<file path="src/rtl/lcd_text_sequencer.sv">
// Two-row text frame buffer that repaints an HD44780 panel through the driver's
// trigger/busy handshake whenever the image is dirty or a refresh is requested.
module lcd_text_sequencer #(
    parameter int COLS = 16,
    parameter int AW   = 5
) (
    input  logic          clk,
    input  logic          rst,
    input  logic          wr_en,
    input  logic [AW-1:0] wr_addr,
    input  logic [7:0]    wr_data,
    input  logic          refresh,
    input  logic          drv_busy,
    output logic          drv_trg,
    output logic          drv_rs,
    output logic [7:0]    drv_data,
    output logic          active,
    output logic          done
);

    localparam int DEPTH  = 2 * COLS;
    localparam int IW     = (DEPTH > 1) ? $clog2(DEPTH) : 1;
    localparam int NITEMS = DEPTH + 2;
    localparam int KW     = $clog2(NITEMS);

    localparam logic [KW-1:0] K_ROW1  = KW'(COLS + 1);
    localparam logic [KW-1:0] K_LAST  = KW'(NITEMS - 1);
    localparam logic [AW:0]   DEPTH_A = (AW + 1)'(DEPTH);

    typedef enum logic [1:0] {
        S_IDLE  = 2'd0,
        S_ISSUE = 2'd1,
        S_HOLD  = 2'd2,
        S_WAITB = 2'd3
    } state_t;

    state_t        state_q, state_d;
    logic [KW-1:0] k_q, k_d;
    logic          dirty_q, dirty_d;
    logic          trg_q, trg_d;
    logic          rs_q, rs_d;
    logic [7:0]    data_q, data_d;
    logic          active_q, active_d;
    logic          done_q, done_d;
    logic [7:0]    mem_q [DEPTH];

    logic          wr_ok_s;
    logic          start_s;
    logic [KW-1:0] item_k_s;
    logic [IW-1:0] item_idx_s;
    logic          item_rs_s;
    logic [7:0]    item_data_s;

    assign wr_ok_s = wr_en && ({1'b0, wr_addr} < DEPTH_A);
    assign start_s = (state_q == S_IDLE) && (dirty_q || refresh) && !drv_busy;

    // Frame buffer: blanked on reset, host writes land immediately.
    always_ff @(posedge clk) begin
        if (!rst) begin
            for (int i = 0; i < DEPTH; i++) begin
                mem_q[i] <= 8'h20;
            end
        end else if (wr_ok_s) begin
            mem_q[IW'(wr_addr)] <= wr_data;
        end
    end

    // Byte/rs of the item about to be loaded: item 0 from IDLE, else k+1.
    always_comb begin
        item_k_s    = (state_q == S_IDLE) ? {KW{1'b0}} : (k_q + KW'(1));
        item_idx_s  = {IW{1'b0}};
        item_rs_s   = 1'b0;
        item_data_s = 8'h80;
        if (item_k_s == {KW{1'b0}}) begin
            item_rs_s   = 1'b0;
            item_data_s = 8'h80;
        end else if (item_k_s < K_ROW1) begin
            item_idx_s  = IW'(item_k_s - KW'(1));
            item_rs_s   = 1'b1;
            item_data_s = mem_q[item_idx_s];
        end else if (item_k_s == K_ROW1) begin
            item_rs_s   = 1'b0;
            item_data_s = 8'hC0;
        end else begin
            item_idx_s  = IW'(item_k_s - KW'(2));
            item_rs_s   = 1'b1;
            item_data_s = mem_q[item_idx_s];
        end
    end

    // Dirty flag: a write or refresh beats the clear of a starting repaint,
    // except a refresh that is itself the reason the repaint starts.
    always_comb begin
        dirty_d = dirty_q;
        if (wr_ok_s || (refresh && !(start_s && !dirty_q))) begin
            dirty_d = 1'b1;
        end else if (start_s) begin
            dirty_d = 1'b0;
        end else begin
            dirty_d = dirty_q;
        end
    end

    // Repaint FSM: IDLE -> (ISSUE -> HOLD -> WAITB) per item -> IDLE.
    always_comb begin
        state_d  = state_q;
        k_d      = k_q;
        trg_d    = 1'b0;
        rs_d     = rs_q;
        data_d   = data_q;
        active_d = active_q;
        done_d   = 1'b0;
        case (state_q)
            S_IDLE: begin
                if (start_s) begin
                    k_d      = {KW{1'b0}};
                    active_d = 1'b1;
                    trg_d    = 1'b1;
                    rs_d     = item_rs_s;
                    data_d   = item_data_s;
                    state_d  = S_ISSUE;
                end else begin
                    state_d = S_IDLE;
                end
            end
            S_ISSUE: state_d = S_HOLD;
            S_HOLD:  state_d = S_WAITB;
            S_WAITB: begin
                if (drv_busy) begin
                    state_d = S_WAITB;
                end else if (k_q == K_LAST) begin
                    active_d = 1'b0;
                    done_d   = 1'b1;
                    state_d  = S_IDLE;
                end else begin
                    k_d     = item_k_s;
                    trg_d   = 1'b1;
                    rs_d    = item_rs_s;
                    data_d  = item_data_s;
                    state_d = S_ISSUE;
                end
            end
            default: state_d = S_IDLE;
        endcase
    end

    // State and registered outputs.
    always_ff @(posedge clk) begin
        if (!rst) begin
            state_q  <= S_IDLE;
            k_q      <= {KW{1'b0}};
            dirty_q  <= 1'b1;
            trg_q    <= 1'b0;
            rs_q     <= 1'b0;
            data_q   <= 8'h00;
            active_q <= 1'b0;
            done_q   <= 1'b0;
        end else begin
            state_q  <= state_d;
            k_q      <= k_d;
            dirty_q  <= dirty_d;
            trg_q    <= trg_d;
            rs_q     <= rs_d;
            data_q   <= data_d;
            active_q <= active_d;
            done_q   <= done_d;
        end
    end

    assign drv_trg  = trg_q;
    assign drv_rs   = rs_q;
    assign drv_data = data_q;
    assign active   = active_q;
    assign done     = done_q;

endmodule
</file>
<file path="config.mk">
export PLATFORM = sky130hd
export DESIGN_NAME = lcd_text_sequencer
export DESIGN_NICKNAME = d
export VERILOG_FILES = /design/src/rtl/lcd_text_sequencer.sv
export SDC_FILE = /design/constraint.sdc
export NUM_CORES = 1
export LEC_CHECK = 0
export CORE_ASPECT_RATIO = 0.9
export CORE_MARGIN = 2
export CORE_UTILIZATION = 60
export DETAILED_ROUTE_END_ITERATION = 8
export GPL_TIMING_DRIVEN = 1
export PLACE_DENSITY = 0.85
export SLEW_MARGIN = 10
export SYNTH_ARGS = -nofsm -noshare
export SYNTH_HDL_FRONTEND = slang
export SYNTH_SLANG_ARGS = --single-unit
</file>
<file path="constraint.sdc">
create_clock -name clk -period 8.5 [get_ports clk]
set_input_delay 1.275 -clock clk [delete_from_list [all_inputs] [get_ports clk]]
set_output_delay 1.275 -clock clk [all_outputs]
set_load 0.1 [all_outputs]
</file>
==> results.py, run 1 <==
metrics = {
    "outcome": {
        "status": "complete, no violations",
    },
    "placement": {
        "port-buffer-count": 29,
        "place_hpwl_um": 25540,
        "pre_cts_slack_ps": 4021,
        "place.gp.congestion": 0.9418,
        "placedCellCount": 1497,
    },
    "clock_tree": {
        "clkSinkCount": 277,
        "cts_root_buf": "clkbuf_16",
        "post_cts_buffers": 0,
        "cts-buffers-inserted": 29,
        "path_clk_slew_ps": 60,
        "clock_latency_ps": 560,
        "postCtsHoldBufs": 0,
        "cts_max_level": 1,
        "cts_max_path_buffers": 3,
        "post_cts_resized": 0,
        "cts_tree": "done",
    },
    "floorplanning": {
        "fp.dieArea_um2": 25680,
        "coreArea_um2": 24120,
        "die_h_um": 152.2,
        "initial_core_util_pct": 60.72,
        "ioPinCount": 30,
        "row_count": 54,
        "die_x_um": 168.7,
    },
    "logic_synthesis": {
        "avgSynthCellArea_um2": 11.87,
        "synth-edff-count": 256,
        "async_flop_share_pct": 0,
        "synth_top_flop_cell": "edfxtp_1",
        "synth_fp_nets": 1261,
        "netlist_area_um2": 14650,
        "ys_types": 68,
        "yosysWarnings": 0,
        "ys_ff_latch": 277,
        "syn_inst": 1234,
        "yosysSeqAreaShare_pct": 55.36,
    },
    "final_layout": {
        "fillers": 1698,
        "layoutNonFillerInstCount": 1551,
        "drive_above_1_share_pct": 13.60,
        "syn_to_final_growth_pct": 9.269,
        "num_antenna_cells": 0,
        "final_util_pct": 66.35,
        "nNetsFinal": 1247,
    },
    "critical_path": {
        "r2r_start": "k_q[0]",
        "worstSetupEndpoint": "drv_data[7]",
        "path_max_fanout": 45,
        "cpMostUsedCell": "o21ai_0",
        "r2r-end": "drv_data[7]",
        "cpMaxStageDelayCell": "ha_1",
        "critical_path.top_delay_family": "adder cells",
        "crit_cells": 13,
        "start_kind": "flip-flop",
        "cp-end-kind": "flip-flop",
        "crit_start": "k_q[0]",
        "r2r_setup_slack_ps": 3840,
        "r2r_cells": 13,
        "max_stage_delay_ps": 1030,
        "critPathKind": "flip-flop to flip-flop",
        "critical_path_buf_inv_count": 2,
        "cp_cell_sequence": "buf_4, ha_1, xnor2_2, nor2_4, inv_1, ha_1, nor2b_1, a211oi_1, o21ai_0, o21ai_0, a21oi_1, o21ai_0, a31oi_1",
        "required_ps": 8920,
        "critPathArrivalTime_ps": 5080,
    },
    "routing": {
        "antenna_left": 0,
        "drt-initial-drc-count": 1876,
        "wl_um": 39070,
        "dr.pass1.iters": 8,
        "drc_errors": 0,
        "post_drt_via_cell_ratio": 6.775,
        "post_drt_wl_per_cell_um": 25.19,
        "num_vias": 10510,
    },
    "timing": {
        "finalSetupViolCount": 0,
        "period_needed_ps": 4657,
        "relSlewSlack_pct": 17.66,
        "slew_violations": 0,
        "setup_slack_ps": 3843,
        "fmax_ghz": 0.2147,
        "hold_viol": 0,
        "finClkSkew_ps": 10.38,
        "worst_slew_pin_slew_ps": 1222,
        "fin_crit_sh_pct": 54.79,
        "tns_ps": 0,
        "grt_setup_unrepaired": "false",
    },
    "global_routing": {
        "grt_pass1_vias": 9912,
        "grt_pass1_wl_um": 59350,
        "gr-max-usage-layer": "met2",
        "met1_usage_pct": 45.29,
        "grt_usage_pct": 30.58,
        "grtUsageMet3_pct": 6.156,
        "use_met2_pct": 45.96,
        "grt_max_degree": 64,
        "antenna_found_initial": 0,
        "grt_overflow": 0,
    },
    "pwr": {
        "p_per_area_nw_per_um2": 207.0,
        "p_comb_share_pct": 14.1,
        "ir_drop_v": 0.0001540,
        "total_leakage_power_uw": 0.005452,
        "seqPwrFrac_pct": 48.5,
        "p_switching_uw": 867.3,
        "p_int_uw": 2446,
        "sw_frac_of_total_pct": 26.18,
        "pwr-share-clk_pct": 37.4,
    },
    "flow_run": {
        "max_cap_viol_count": 0,
    },
    "min_path": {
        "hold_path.class": "flip-flop to flip-flop",
    },
}
==> tightest hold or removal path, delay by kind of cell, from the launching register on <==
kind / cells / cell delay [ps]
DFF: 1 / 310
AOI/OAI and AO/OA: 2 / 130
==> through the flow <==
stage | hold WS [ps] | power [uW] | area, um2
after floorplan | 461.2 | 1941 | 14650
after global placement | 463.6 | 2071 | 15070
after detailed placement | 491.4 | 2083 | 15070
after CTS | 501.2 | 3298 | 16000
after global routing | 543.3 | 3389 | 16000
final | 491.3 | 3313 | 16000
==> power groups by stage <==
stage	Combinational (uW)	Sequential, uW	Clock [uW]
floorplan	300	1640	0
global placement	442	1630	0
detailed placement	451	1630	0
CTS	454	1600	1240
global route	490	1610	1290
finish	467	1610	1240
==> area by class of cell <==
type                       count  area, um2  area share [%]
clock buffer                  36      772.0           4.824
clock inverter                18      157.7          0.9851
inverter                      12      47.55          0.2971
multi-input combinational    845       6046           37.78
sequential                   277       8109           50.67
tap                          308      385.4           2.408
timing repair buffer          55      485.5           3.034
==> cells in the mapped netlist (5+ instances only) <==
cell      count  area (um2)
nand3_1      34       170.2
a311oi_1      5       43.79
o22ai_1      20       125.1
buf_4         7       52.55
nor3_1        5       25.02
a211o_1       5       43.79
mux4_2       46        1036
buf_6         5       56.30
nand2_1     120       450.4
and2_1      225        1408
a21oi_1      25       125.1
nor2b_1      19       118.9
nor2_1       63       236.5
clkbuf_1     66       247.7
ha_1          9       112.6
edfxtp_1    256        7687
mux2i_1      17       170.2
or3_1        36       225.2
buf_1        10       37.54
o21ai_1       8       40.04
o21ai_0      58       290.3
a221oi_1     12       105.1
buf_2        12       60.06
mux2_2       29       326.6
a31oi_1      15       93.84
inv_1         8       30.03
nand3b_1      7       52.55
a211oi_1     24       180.2
dfxtp_1      21       420.4
==> cells by family after synthesis <==
family                     share of synthesized area, %
buffers and inverters                             3.426
muxes                                             11.00
xor gates and xnor gates                         0.9056
and+or+nand+nor                                   19.40
adders and majority gates                        0.8373
DFF                                               55.36
AOI/OAI and AO/OA                                 9.065
==> layout by cell type (no fill, tap or decap), types with 4 or more instances in the layout <==
cell type        count
edfxtp_1           256
and2_1             225
nand2_1            120
nor2_1              62
o21ai_0             53
mux4_2              46
or3_1               36
nand3_1             34
mux2_2              29
clkbuf_16           29
clkdlybuf4s50_1     29
buf_4               26
a21oi_1             25
a211oi_1            24
o22ai_1             20
dfxtp_1             20
nor2b_1             19
mux2i_1             17
a31oi_1             15
o21ai_1             13
a221oi_1            12
ha_1                 9
inv_1                8
nand3b_1             7
clkinvlp_4           6
a211o_1              5
nor3_1               5
a311oi_1             5
clkbuf_1             5
nand4_1              4
o21a_1               4
and3_1               4
a22oi_1              4
clkinv_2             4
clkinv_1             4
==> metal layers <==
layer / vias up / wire (um)
met4: 0 / 1509
met2: 786 / 17320
met1: 5073 / 14850
li1: 4518 / -
met3: 131 / 5390
met5: - / 0
==> worst min-delay path by stage <==
stage / endpoint / depth (start not counted) / from / slack (ps)
3_5_place_dp: state_q[1] / 1 / state_q[1] / 490
6_report: active / 2 / active / 490
5_1_grt: active / 2 / active / 540
2_1_floorplan: state_q[1] / 1 / state_q[1] / 460
3_3_place_gp: active / 2 / active / 460
4_1_cts: active / 2 / active / 500
==> registers in the layout, indices dropped and copies added, names as in the netlist <==
name / cells
mem_q: 256
done: 1
dirty_q: 1
drv_trg: 1
k_q: 6
active: 1
drv_data: 8
state_q: 2
drv_rs: 1
Power figures use the tool's default switching activity.
==> run 2, diff against run 1 <==
- clock period: 8.5 -> 4.3 ns (I/O delays scaled with it)
==> run 2 against run 1 <==
Compared with the run above:
- count of clock-buffer cells in the layout up 2
- maximum frequency up 32%
- wire length down 2.0%
- clock power up 88%
- global-route usage down 0.59 points
- setup slack worse by 3100 ps
- register-to-register slack worse by 3100 ps
- non-clock buffer count up 28
- die area unchanged
==> results.py, run 2 (synthesis results as in run 1) <==
metrics = {
    "global_routing": {
        "grt_overflow": 0,
        "antenna_found_initial": 0,
        "grt_pass1_wl_um": 58830,
        "grt_usage_pct": 30.00,
        "grt_pass1_vias": 10250,
        "grt_max_degree": 68,
    },
    "clock_tree": {
        "cts-buffers-inserted": 29,
        "cts_tree": "done",
        "post_cts_buffers": 0,
        "cts_root_buf": "clkbuf_16",
        "postCtsHoldBufs": 0,
        "cts_max_level": 1,
        "cts_max_path_buffers": 3,
        "post_cts_resized": 0,
        "clkSinkCount": 277,
        "path_clk_slew_ps": 60,
        "clock_latency_ps": 570,
    },
    "final_layout": {
        "drive_above_1_share_pct": 15.05,
        "largest_reg_flops": 256,
        "syn_to_final_growth_pct": 10.22,
        "fin_area_um2": 16140,
        "layout_commonest_cell": "edfxtp_1",
        "top_register": "mem_q",
        "fillers": 1677,
        "mostFrequentLayoutCells": "edfxtp_1 (256), and2_1 (225), nand2_1 (120)",
        "nNetsFinal": 1275,
    },
    "flow_run": {
        "max_cap_viol_count": 0,
    },
    "critical_path": {
        "cp-end-kind": "flip-flop",
        "critical_path_buf_inv_count": 2,
        "critical_path.top_delay_family": "adder cells",
        "critPathArrivalTime_ps": 3970,
        "critPathKind": "flip-flop to flip-flop",
        "max_stage_delay_ps": 800,
        "cpMaxStageDelayCell": "ha_1",
        "path_max_fanout": 26,
        "cp_cell_sequence": "buf_4, ha_1, xnor2_2, nor2_4, inv_1, ha_1, mux4_2, o21ai_0, a21oi_1, o21ai_0, a31oi_1",
        "start_kind": "flip-flop",
        "required_ps": 4730,
    },
    "floorplanning": {
        "die_x_um": 168.7,
        "coreArea_um2": 24120,
        "initial_core_util_pct": 60.72,
        "die_h_um": 152.2,
        "row_count": 54,
        "ioPinCount": 30,
        "fp.dieArea_um2": 25680,
    },
    "placement": {
        "place_hpwl_um": 25470,
        "place_area_um2": 15280,
        "port-buffer-count": 29,
        "pre_cts_slack_ps": 838.6,
        "place.gp.congestion": 0.9221,
    },
    "timing": {
        "period_needed_ps": 3539,
        "slew_violations": 0,
        "finalSetupViolCount": 0,
        "grt_setup_unrepaired": "false",
        "finClkSkew_ps": 22.49,
        "fmax_ghz": 0.2826,
        "tns_ps": 0,
        "hold_viol": 0,
        "relSlewSlack_pct": 15.83,
        "setup_slack_ps": 761.2,
        "fin_crit_sh_pct": 82.30,
        "worst_slew_pin_slew_ps": 1259,
    },
    "routing": {
        "post_drt_via_cell_ratio": 6.701,
        "post_drt_wl_per_cell_um": 24.27,
        "drc_errors": 0,
        "drt-initial-drc-count": 1683,
        "num_vias": 10570,
        "wl_um": 38300,
        "antenna_left": 0,
        "dr.pass1.iters": 6,
    },
    "pwr": {
        "total_leakage_power_uw": 0.005572,
        "p_per_area_nw_per_um2": 398.3,
        "ir_drop_v": 0.0002936,
        "totalPowerFinal_uw": 6429,
    },
    "outcome": {
        "status": "complete, no violations",
    },
    "min_path": {
        "hold_path.class": "flip-flop to flip-flop",
    },
}
-- run 2: report_power, final --
part / total (uW) / switching (uW) / internal [uW] / leakage (uW)
sequential: 3170 / 84.0 / 3090 / 0.00262
combinational: 931 / 563 / 368 / 0.00253
clock: 2330 / 1030 / 1290 / 0.000420
total: 6430 / 1680 / 4750 / 0.00557
-- run 2: worst paths after layout --
kind / from / end / slack, ps / cells past startpoint
min: active / active / 480 / 2
min reg2reg: active / active / 480 / 2
max: k_q[0] / drv_data[7] / 760 / 11
max reg2reg: k_q[0] / drv_data[7] / 760 / 11
-- run 2: metal layers --
layer,track usage (%),vias to the layer above,wire length [um]
met4,9.729,0,1263
met3,6.779,121,5147
met1,42.79,5091,14580
li1,-,4565,-
met2,46.29,797,17320
met5,0,-,0
-- run 2: area by class of cell --
type	instances	area, um2	share of cell area [%]
diodes	1	2.502	0.01550
multi-input cells	845	6046	37.45
well taps	308	385.4	2.387
clock inverters	14	96.34	0.5969
inverters	12	47.55	0.2946
flip-flops and latches	277	8109	50.24
repair buffers	83	695.7	4.310
clock buffers	38	759.5	4.705
-- run 2: worst min-delay path, cell delays in order (launching register included) --
cell and delay [ps]:
dfxtp_1 310, o21ai_0 70, a21oi_1 60
-- run 2: per-stage QoR --
stage | instances | util (%) | hold WS [ps]
after floorplan | 1234 | - | 461.2
after global placement | 1525 | 63.36 | 469.6
after detailed placement | 1525 | 63.36 | 474.8
after CTS | 1577 | 66.91 | 484.6
after global routing | 1577 | 66.91 | 518.8
final | 1578 | 66.92 | 479.1
